**config.mk**
```make
export PLATFORM = sky130hd
export DESIGN_NAME = idex_stage
export DESIGN_NICKNAME = d
export VERILOG_FILES = /design/src/rtl/idex_stage.sv
export SDC_FILE = /design/constraint.sdc
export NUM_CORES = 1
export LEC_CHECK = 0
export ABC_AREA = 1
export CORE_MARGIN = 8
export CORE_UTILIZATION = 38
export CTS_CLUSTER_SIZE = 8
export DETAILED_ROUTE_END_ITERATION = 12
export PLACE_DENSITY_LB_ADDON = 0.1
export SLEW_MARGIN = 20
export SYNTH_ARGS = -nofsm -noshare
export SYNTH_HDL_FRONTEND = slang
export SYNTH_SLANG_ARGS = --single-unit
```
**constraint.sdc**
```tcl
create_clock -name clk -period 4.82 [get_ports clk]
set_input_delay 1.205 -clock clk [delete_from_list [all_inputs] [get_ports clk]]
set_output_delay 1.205 -clock clk [all_outputs]
set_load 0.03 [all_outputs]
```
**src/rtl/idex_stage.sv**
```systemverilog
// ID/EX pipeline register with load-use hazard detection and bubble insertion.
// Optional stall counter output enabled by defining IDEX_STALL_CNT_EN.
module idex_stage (
    input  logic        clk,
    input  logic        rst,
    input  logic [4:0]  IFID_RegisterRs,
    input  logic [4:0]  IFID_RegisterRt,
    input  logic        IFID_valid,
    input  logic        ID_RegWrite,
    input  logic        ID_MemRead,
    input  logic        ID_MemWrite,
    input  logic        ID_MemtoReg,
    input  logic        ID_ALUSrc,
    input  logic        ID_RegDst,
    input  logic [1:0]  ID_ALUOp,
    input  logic [31:0] ID_ReadData1,
    input  logic [31:0] ID_ReadData2,
    input  logic [31:0] ID_SignImm,
    input  logic [4:0]  ID_RegisterRd,
    input  logic        flush,
    output logic        IDEX_RegWrite,
    output logic        IDEX_MemRead,
    output logic        IDEX_MemWrite,
    output logic        IDEX_MemtoReg,
    output logic        IDEX_ALUSrc,
    output logic        IDEX_RegDst,
    output logic [1:0]  IDEX_ALUOp,
    output logic [31:0] IDEX_ReadData1,
    output logic [31:0] IDEX_ReadData2,
    output logic [31:0] IDEX_SignImm,
    output logic [4:0]  IDEX_RegisterRs,
    output logic [4:0]  IDEX_RegisterRt,
    output logic [4:0]  IDEX_RegisterRd,
    output logic        IDEX_valid,
    output logic        PCWrite,
    output logic        IFIDWrite,
    output logic        hazard_stall
`ifdef IDEX_STALL_CNT_EN
    ,
    output logic [15:0] stall_count
`endif
);

    typedef struct packed {
        logic        reg_write;
        logic        mem_read;
        logic        mem_write;
        logic        mem_to_reg;
        logic        alu_src;
        logic        reg_dst;
        logic [1:0]  alu_op;
        logic [31:0] read_data1;
        logic [31:0] read_data2;
        logic [31:0] sign_imm;
        logic [4:0]  rs;
        logic [4:0]  rt;
        logic [4:0]  rd;
        logic        valid;
    } idex_t;

    idex_t id_pkt;
    idex_t idex_d;
    idex_t idex_q;
    logic  load_use;
    logic  bubble;

    always_comb begin
        id_pkt            = '0;
        id_pkt.reg_write  = ID_RegWrite;
        id_pkt.mem_read   = ID_MemRead;
        id_pkt.mem_write  = ID_MemWrite;
        id_pkt.mem_to_reg = ID_MemtoReg;
        id_pkt.alu_src    = ID_ALUSrc;
        id_pkt.reg_dst    = ID_RegDst;
        id_pkt.alu_op     = ID_ALUOp;
        id_pkt.read_data1 = ID_ReadData1;
        id_pkt.read_data2 = ID_ReadData2;
        id_pkt.sign_imm   = ID_SignImm;
        id_pkt.rs         = IFID_RegisterRs;
        id_pkt.rt         = IFID_RegisterRt;
        id_pkt.rd         = ID_RegisterRd;
        id_pkt.valid      = IFID_valid;
    end

    // A load writing $zero never creates a real dependency.
    assign load_use = idex_q.valid & idex_q.mem_read & IFID_valid &
                      (idex_q.rt != 5'd0) &
                      ((idex_q.rt == IFID_RegisterRs) | (idex_q.rt == IFID_RegisterRt));

    assign hazard_stall = load_use;
    assign PCWrite      = ~(hazard_stall & ~flush);
    assign IFIDWrite    = ~(hazard_stall & ~flush);
    assign bubble       = hazard_stall | flush;

    // The all-zero bubble clears MemRead, so a load-use stall lasts one cycle.
    always_comb begin
        idex_d = id_pkt;
        if (bubble) begin
            idex_d = '0;
        end
    end

    always_ff @(posedge clk or posedge rst) begin
        if (rst) begin
            idex_q <= '0;
        end else begin
            idex_q <= idex_d;
        end
    end

    assign IDEX_RegWrite   = idex_q.reg_write;
    assign IDEX_MemRead    = idex_q.mem_read;
    assign IDEX_MemWrite   = idex_q.mem_write;
    assign IDEX_MemtoReg   = idex_q.mem_to_reg;
    assign IDEX_ALUSrc     = idex_q.alu_src;
    assign IDEX_RegDst     = idex_q.reg_dst;
    assign IDEX_ALUOp      = idex_q.alu_op;
    assign IDEX_ReadData1  = idex_q.read_data1;
    assign IDEX_ReadData2  = idex_q.read_data2;
    assign IDEX_SignImm    = idex_q.sign_imm;
    assign IDEX_RegisterRs = idex_q.rs;
    assign IDEX_RegisterRt = idex_q.rt;
    assign IDEX_RegisterRd = idex_q.rd;
    assign IDEX_valid      = idex_q.valid;

`ifdef IDEX_STALL_CNT_EN
    logic [15:0] stall_cnt_d;
    logic [15:0] stall_cnt_q;

    // Only stalls that actually hold the front end are counted; flushed ones are not.
    always_comb begin
        stall_cnt_d = stall_cnt_q;
        if (hazard_stall && !flush && (stall_cnt_q != 16'hFFFF)) begin
            stall_cnt_d = stall_cnt_q + 16'd1;
        end
    end

    always_ff @(posedge clk or posedge rst) begin
        if (rst) begin
            stall_cnt_q <= 16'd0;
        end else begin
            stall_cnt_q <= stall_cnt_d;
        end
    end

    assign stall_count = stall_cnt_q;
`endif

endmodule

```
==> results of run 1 <==
placed cells by master, fill, tap and decap left out, drive strengths merged:
| cell | count |
|---|---|
| clkbuf | 25 |
| nand3 | 2 |
| buf | 2 |
| bufinv | 4 |
| nor2 | 127 |
| clkinvlp | 1 |
| xnor2 | 2 |
| clkinv | 2 |
| nand2 | 26 |
| clkdlybuf4s50 | 245 |
| diode | 1 |
| inv | 130 |
| nand4 | 2 |
| dfrtp | 120 |
layer usage:
metal	vias to the layer above	wire length (um)	global-route usage
met1	1551	4410	0.173
met3	13	1740	0.111
met4	0	172	0.0717
li1	1649	-	-
met2	160	6390	0.291
met5	-	0	0
metrics by stage:
step	util	cells
2_1_floorplan	-	423
5_1_grt	0.681	829
3_3_place_gp	0.623	796
3_5_place_dp	0.623	796
4_1_cts	0.681	828
6_report	0.681	829
power by group through the flow:
stage / Sequential (mW) / Clock, mW / Combinational [mW]
CTS: 1.08 / 1.36 / 0.426
global placement: 1.09 / 0 / 0.421
floorplan: 1.20 / 0 / 0.0852
detailed placement: 1.09 / 0 / 0.424
global route: 1.08 / 1.40 / 0.451
finish: 1.08 / 1.33 / 0.419
state kept, by name, indices dropped and copies added, names as in the netlist:
register and flops:
IDEX_RegisterRd 5, IDEX_RegDst 1, IDEX_RegisterRs 5, IDEX_MemRead 1
IDEX_MemWrite 1, IDEX_ReadData2 32, IDEX_MemtoReg 1, IDEX_RegWrite 1
IDEX_ReadData1 32, IDEX_SignImm 32, IDEX_RegisterRt 5, IDEX_ALUOp 2
IDEX_ALUSrc 1, IDEX_valid 1
cell type report:
class | count | area share
Sequential cell | 120 | 0.405
Timing Repair Buffer | 247 | 0.336
Multi-Input combinational cell | 159 | 0.0838
Clock buffer | 25 | 0.0666
Inverter | 130 | 0.0661
Tap cell | 140 | 0.0236
Clock inverter | 7 | 0.0186
Antenna cell | 1 | 0.000337
worst max-delay path by stage:
stage,endpoint,startpoint,slack (ns)
CTS,PCWrite,IFID_RegisterRs[4],0.63
global route,IFIDWrite,IFID_RegisterRs[4],0.46
finish,IFIDWrite,IFID_RegisterRs[4],0.63
global placement,hazard_stall,IFID_RegisterRs[4],0.68
detailed placement,PCWrite,IFID_RegisterRs[4],0.63
floorplan,IDEX_ALUOp[0],rst,0.43
critical path, stage by stage:
cell and delay, ns:
clkdlybuf4s50_1 0.48, inv_1 0.06, nand2_1 0.06, nand2_1 0.05
nor2_1 0.12, nand3_1 0.09, nand2_1 0.06, nand2_1 0.10
inv_1 0.09, nand2_1 0.07, clkdlybuf4s50_1 0.60
logic make-up (layout without fill, tap and decap cells):
logic type,count (synthesis),after routing,synth area share
XOR/XNOR,2,2,0.00413
flip-flops,120,120,0.707
other,0,1,0
AND/OR/NAND/NOR,157,157,0.141
buffers and inverters,144,409,0.148
==> metrics.cfg, run 1 <==
[worst_setup_path]
worstPathArrival_ns = 2.99
cp-start-kind = input port
crit_fanout = 2
critPathKind = in2out
worstRegToRegCells = 10
cp-end-kind = output port
worstReg2RegEnd = IDEX_SignImm[5]
r2r_start = IDEX_RegisterRt[4]
required_ns = 3.62
rrSetupSlack_ns = 2.71

[cts]
root_buffer = clkbuf_8
numCtsBuffers = 17
postCtsSetupBuffers = 0
clk_pin_slew_ns = 0.05
cts_max_level = 4
clk_path_buf_depth = 2
ctsHoldBuffers = 0
numClockSinks = 120
cts_resized = 0
worstSkewPairLatency_ns = 0.51
tritoncts = yes

[yosys]
synth.avg_cell_area_um2 = 10.0
yosys-top-cells-area = dfrtp_1 71%, inv_1 11%, nor2_1 11%, buf_6 2.9%, nand2_1 2.3%
synth_warnings = 0
yosysTopAreaCellShare = 0.707
async_reset_ff_frac = 1.00
synth.most_common_cell = inv_1
synthTopCellsByCount = 130 x inv_1, 127 x nor2_1, 120 x dfrtp_1
yosysTopAreaCell = dfrtp_1
mappedNetlistArea_um2 = 4250
syn_nets = 546
synth-edff-count = 0
syn_inst = 423
ys_seq_elements = 120
yosysUniqueCellTypes = 10
ys.flop_type = dfrtp_1
seq_area_frac_synth = 0.707

[pwr]
sw_frac_of_total = 0.232
power_frac_comb = 0.149
power_per_cell_area_nw_per_um2 = 380
seq_power_share = 0.382
clkPwrFrac = 0.470
ir_drop_mv = 0.196
power_switching_mw = 0.655
power.internal_mw = 2.17
p_leak_nw = 3.82
total_power_mw = 2.82

[sta]
fmax_mhz = 239
slew_headroom = 0.441
fin_crit_sh = 0.869
fin_tns_setup_ns = 0
tightest_slew_ns = 0.838
final.setup.worst_slack_ns = 0.629
finalMaxSlewViolations = 0
period_needed_ns = 4.19
rsz0062_at_grt = false
finalHoldViolCount = 0
fin_hold_ws_ns = 1.16
setup_viol = 0
clock_skew_ns = 0.0130

[global_route]
grt_first_pass_wirelength_um = 19500
antenna_found_initial = 1
grt_pass1_vias = 3723
grt_overflow = 0
grt_max_degree = 80
grt.total_usage = 0.175

[job]
maxCapViolations = 0

[die]
ios = 246
initial_utilization = 0.390
core_area_um2 = 10900
dieArea_um2 = 14800
rows = 38
die_x_um = 122
die_h_um = 122

[routing]
vias = 3373
drcViolationCount = 0
first_pass_iters = 4
drt_iter0_markers = 121
antenna_left = 0
routed_wl_um = 12700
post_drt_wl_per_cell_um = 15.3
vias_per_cell = 4.07

[outcome]
outcome = completed

[placed_design]
dp_hpwl_um = 9650
place_area_um2 = 6780
place_congestion = 0.821
pre_cts_ws_ns = 0.635
io_buffers = 245

[min_path]
hold_path_class = in2async

[final_layout]
multi_input_area_um2 = 622
stdcell_area_um2 = 7420
area_growth_pct = 74.7
drive_above_1_share = 0.0480
nNetsFinal = 798
register_area_um2 = 3000
fill_cells = 852

(Power assumes the default switching activity.)
==> run 2, diff against run 1 <==
==> constraint.sdc (replaced) <==
create_clock -name clk -period 4.82 [get_ports clk]
set_input_delay 0.964 -clock clk [delete_from_list [all_inputs] [get_ports clk]]
set_output_delay 0.964 -clock clk [all_outputs]
set_load 0.03 [all_outputs]
==> run 2 against run 1 <==
Compared with the run above: sequential power barely moved; combinational power about the same; critical path depth did not move; sequential share of layout area up 0.21 points; die area unchanged; cell count rose by 0.12%; global-route usage up 0.060 points; setup slack gained 0.50 ns; core utilization down 0.34 points; routed wire length up 0.14%; sequential cell count stayed put; clock-buffer cell count down 2; critical endpoint is now PCWrite; largest power group unchanged; highest routed layer unchanged.
==> metrics.cfg, run 2 (same netlist as run 1, synthesis figures left out) <==
[worst_setup_path]
max_stage_delay_ns = 0.60
required_ns = 3.86
rrSetupSlack_ns = 2.60
worstReg2RegEnd = IDEX_ReadData2[3]
cpMostUsedCell = nand2_1
crit_fanout = 2
cp-end-kind = output port
worstRegToRegCells = 10
r2r_start = IDEX_RegisterRt[4]
critPathKind = in2out
critPathTopFamily = buffers and inverters
crit_buf_inv = 4
worstPathArrival_ns = 2.73
cp-start-kind = input port
slowest_stage = clkdlybuf4s50_1
path_cells = clkdlybuf4s50_1 > inv_1 > nand2_1 > nand2_1 > nor2_1 > nand3_1 > nand2_1 > nand2_1 > inv_1 > nand2_1 > clkdlybuf4s50_1

[sta]
tightest_slew_ns = 0.881
fin_crit_sh = 0.766
fin_tns_setup_ns = 0
slew_headroom = 0.412
period_needed_ns = 3.69
rsz0062_at_grt = false
finalMaxSlewViolations = 0
setup_viol = 0
fmax_mhz = 271
clock_skew_ns = 0.00757
fin_hold_ws_ns = 0.895
finalHoldViolCount = 0

[global_route]
grt_first_pass_wirelength_um = 19500
grt_overflow = 0
grt.total_usage = 0.176
antenna_found_initial = 1
grt_pass1_vias = 3685
grt_max_degree = 86

[routing]
vias = 3431
drcViolationCount = 0
post_drt_wl_per_cell_um = 15.3
antenna_left = 0
routed_wl_um = 12700
drt_iter0_markers = 113
first_pass_iters = 6
vias_per_cell = 4.13

[placed_design]
placedCellCount = 798
dp_hpwl_um = 9930
io_buffers = 245
place_congestion = 0.820
place_area_um2 = 6770

[die]
die_x_um = 122
rows = 38
die_h_um = 122
dieArea_um2 = 14800
initial_utilization = 0.390
core_area_um2 = 10900
ios = 246

[final_layout]
layout_common_cells = 245 x clkdlybuf4s50_1, 129 x inv_1, 127 x nor2_1
final_util = 0.678
layout_commonest_cell = clkdlybuf4s50_1
stdcell_area_um2 = 7380
final_cells = 830
area_growth_pct = 73.8
nNetsFinal = 800
fill_cells = 896
drive_above_1_share = 0.0522

[cts]
postCtsSetupBuffers = 0
numCtsBuffers = 17
clk_pin_slew_ns = 0.05
clk_path_buf_depth = 2
ctsHoldBuffers = 0
root_buffer = clkbuf_8
cts_max_level = 4
worstSkewPairLatency_ns = 0.51
cts_resized = 0
tritoncts = yes
numClockSinks = 120

[pwr]
ir_drop_mv = 0.231
power_frac_comb = 0.152
power_per_cell_area_nw_per_um2 = 373
sw_frac_of_total = 0.234
p_leak_nw = 3.82
power.internal_mw = 2.11
seq_power_share = 0.392
clkPwrFrac = 0.457
power_switching_mw = 0.643

[outcome]
outcome = completed

[job]
maxCapViolations = 0

[min_path]
hold_path_class = in2async

[run 2: how the worst max path moves through the flow]
stage / startpoint / end / cells after the start
2_1_floorplan: rst / IDEX_ALUOp[0] / 1
3_3_place_gp: IFID_RegisterRs[4] / hazard_stall / 10
3_5_place_dp: IFID_RegisterRs[4] / PCWrite / 11
4_1_cts: IFID_RegisterRs[4] / PCWrite / 11
5_1_grt: IFID_RegisterRt[3] / hazard_stall / 10
6_report: IFID_RegisterRs[4] / PCWrite / 11
[run 2: power by group through the flow]
stage | Clock [mW] | Sequential [mW] | Combinational, mW
final | 1.26 | 1.08 | 0.418
after floorplan | 0 | 1.20 | 0.0852
after detailed placement | 0 | 1.09 | 0.423
after global placement | 0 | 1.09 | 0.419
after global routing | 1.33 | 1.08 | 0.451
after CTS | 1.29 | 1.08 | 0.426
[run 2: routing by layer]
metal	vias up	wire length, um	share of wire	track usage
li1	1654	-	-	-
met1	1604	4350	0.34	0.169
met2	160	6550	0.51	0.299
met3	13	1710	0.13	0.107
met4	0	118	0.0093	0.0732
met5	-	0	0	0
[run 2: layout make-up]
type                            instances  area (um2)  area share
Sequential cell                       120        3000       0.407
Timing Repair Buffer                  249        2480       0.336
Multi-Input combinational cell        159         622      0.0843
Inverter                              130         490      0.0665
Clock buffer                           23         487      0.0660
Tap cell                              140         175      0.0237
Clock inverter                          8         118      0.0159
Antenna cell                            1        2.50    0.000339
[run 2: worst reg2reg max path: cells and delay by family, from the launching register on]
family	cells	cell delay, ns
and+or+nand+nor	8	1.22
DFF	1	0.40
buffers and inverters	2	0.49
[run 2: metrics by stage]
stage | total power [mW] | setup WS, ns
2_1_floorplan | 1.29 | 0.670
4_1_cts | 2.79 | 1.12
5_1_grt | 2.86 | 0.992
3_3_place_gp | 1.51 | 1.17
6_report | 2.75 | 1.13
3_5_place_dp | 1.52 | 1.12
==> run 3, diff against run 2 <==
clock period = 3.6 ns   (was 4.82 ns; I/O delays follow)
==> run 3 against run 2 <==
Compared with the run above: design area increased by 1.3%; die area unchanged; critical path type unchanged; clock power grew 45%; worst hold slack got worse by 0.30 ns; setup slack got worse by 0.75 ns; sequential power rose by 33%; core utilization increased by 0.85 points; largest power group unchanged; first-iteration DRC count increased by 26%; highest routed layer unchanged; critical path depth is 1 lower; sequential share of layout area decreased by 0.50 points; clock skew barely moved; largest cell class unchanged.
==> metrics.cfg, run 3 (same netlist as run 1, synthesis figures left out) <==
[pwr]
ir_drop_mv = 0.289
p_leak_nw = 3.84
power_per_cell_area_nw_per_um2 = 513

[worst_setup_path]
max_stage_delay_ns = 0.67
critPathTopFamily = buffers and inverters
crit_buf_inv = 3
slowest_stage = clkdlybuf4s50_1
required_ns = 2.88
critPathKind = in2out
cp-end-kind = output port
crit_fanout = 3
path_cells = clkdlybuf4s50_1 > nor2_1 > nor2_1 > nor2_1 > nand3_1 > nand2_1 > nand2_1 > inv_1 > nand2_1 > clkdlybuf4s50_1
cp-start-kind = input port
worstPathArrival_ns = 2.50

[die]
die_h_um = 122
core_area_um2 = 10900
die_x_um = 122
dieArea_um2 = 14800
initial_utilization = 0.390
ios = 246
rows = 38

[global_route]
busiest_layer = met2
grt_overflow = 0
grt_first_pass_wirelength_um = 19000
grt.total_usage = 0.168
grt_use_met1 = 0.174
gr-usage-met2 = 0.285
antenna_found_initial = 0
met3_usage = 0.0865
grt_max_degree = 58
grt_pass1_vias = 3680

[cts]
clk_path_buf_depth = 2
root_buffer = clkbuf_8
ctsHoldBuffers = 0
cts_resized = 0
clk_pin_slew_ns = 0.06
worstSkewPairLatency_ns = 0.50
numClockSinks = 120
cts_max_level = 4
numCtsBuffers = 17
postCtsSetupBuffers = 0
tritoncts = yes

[routing]
routed_wl_um = 12400
vias = 3411
drt_iter0_markers = 142
drcViolationCount = 0
vias_per_cell = 4.10
first_pass_iters = 4
antenna_left = 0
post_drt_wl_per_cell_um = 14.9

[sta]
slew_headroom = 0.556
rsz0062_at_grt = false
fin_crit_sh = 0.896
finalHoldViolCount = 0
fin_tns_setup_ns = 0
clock_skew_ns = 0.00786
setup_viol = 0
fmax_mhz = 310
period_needed_ns = 3.22
finalMaxSlewViolations = 0
tightest_slew_ns = 0.666

[placed_design]
place_congestion = 0.773
placedCellCount = 799
dp_hpwl_um = 9590
io_buffers = 245

[final_layout]
final_cells = 831
layout_common_cells = 245 x clkdlybuf4s50_1, 129 x inv_1, 127 x nor2_1
area_growth_pct = 76.0
drive_above_1_share = 0.0550
fill_cells = 858
layout_commonest_cell = clkdlybuf4s50_1
n_antenna_cell = 0
nNetsFinal = 801

[job]
maxCapViolations = 0

[outcome]
outcome = completed

[min_path]
hold_path_class = in2async

## run 3: metal layers
| layer | vias up | part of all wire |
|---|---|---|
| met5 | - | 0 |
| met4 | 0 | 0.018 |
| met3 | 18 | 0.12 |
| met2 | 146 | 0.51 |
| met1 | 1586 | 0.36 |
| li1 | 1661 | - |
## run 3: cell type report
type / count / area, um2 / share of cell area
Clock buffer: 21 / 459 / 0.0615
Clock inverter: 11 / 194 / 0.0260
Multi-Input combinational cell: 159 / 622 / 0.0832
Inverter: 130 / 492 / 0.0658
Tap cell: 140 / 175 / 0.0234
Sequential cell: 120 / 3000 / 0.402
Timing Repair Buffer: 250 / 2530 / 0.338
## run 3: through the flow
stage | util | power [mW] | hold slack, ns | worst slack, ns | cell area [um2]
6_report | 0.686 | 3.84 | 0.590 | 0.375 | 7470
3_3_place_gp | 0.626 | 2.03 | 1.13 | 0.416 | 6820
4_1_cts | 0.686 | 3.88 | 0.582 | 0.359 | 7470
3_5_place_dp | 0.626 | 2.04 | 1.12 | 0.365 | 6820
5_1_grt | 0.686 | 3.98 | 0.621 | 0.238 | 7470
2_1_floorplan | - | 1.72 | 0.826 | 1.03 | 4250
## run 3: path summary, 6_finish.rpt
path | endpoint | startpoint | slack (ns) | cells after the start
min | IDEX_ReadData1[22] | rst | 0.59 | 2
min reg2reg | IDEX_RegisterRt[4] | IDEX_valid | 1.19 | 5
max reg2reg | IDEX_SignImm[18] | IDEX_RegisterRt[0] | 1.64 | 9
max in group asynchronous | IDEX_RegisterRs[4] | rst | 2.28 | 3
min in group clk | IDEX_SignImm[15] | ID_SignImm[15] | 0.73 | 3
max | IFIDWrite | IFID_RegisterRt[0] | 0.38 | 10
## run 3: where the power goes
group	internal, mW	leakage, nW	switching, mW
sequential	1.42	1.55	0.0225
combinational	0.270	1.98	0.293
clock	1.25	0.306	0.582
total	2.94	3.84	0.898
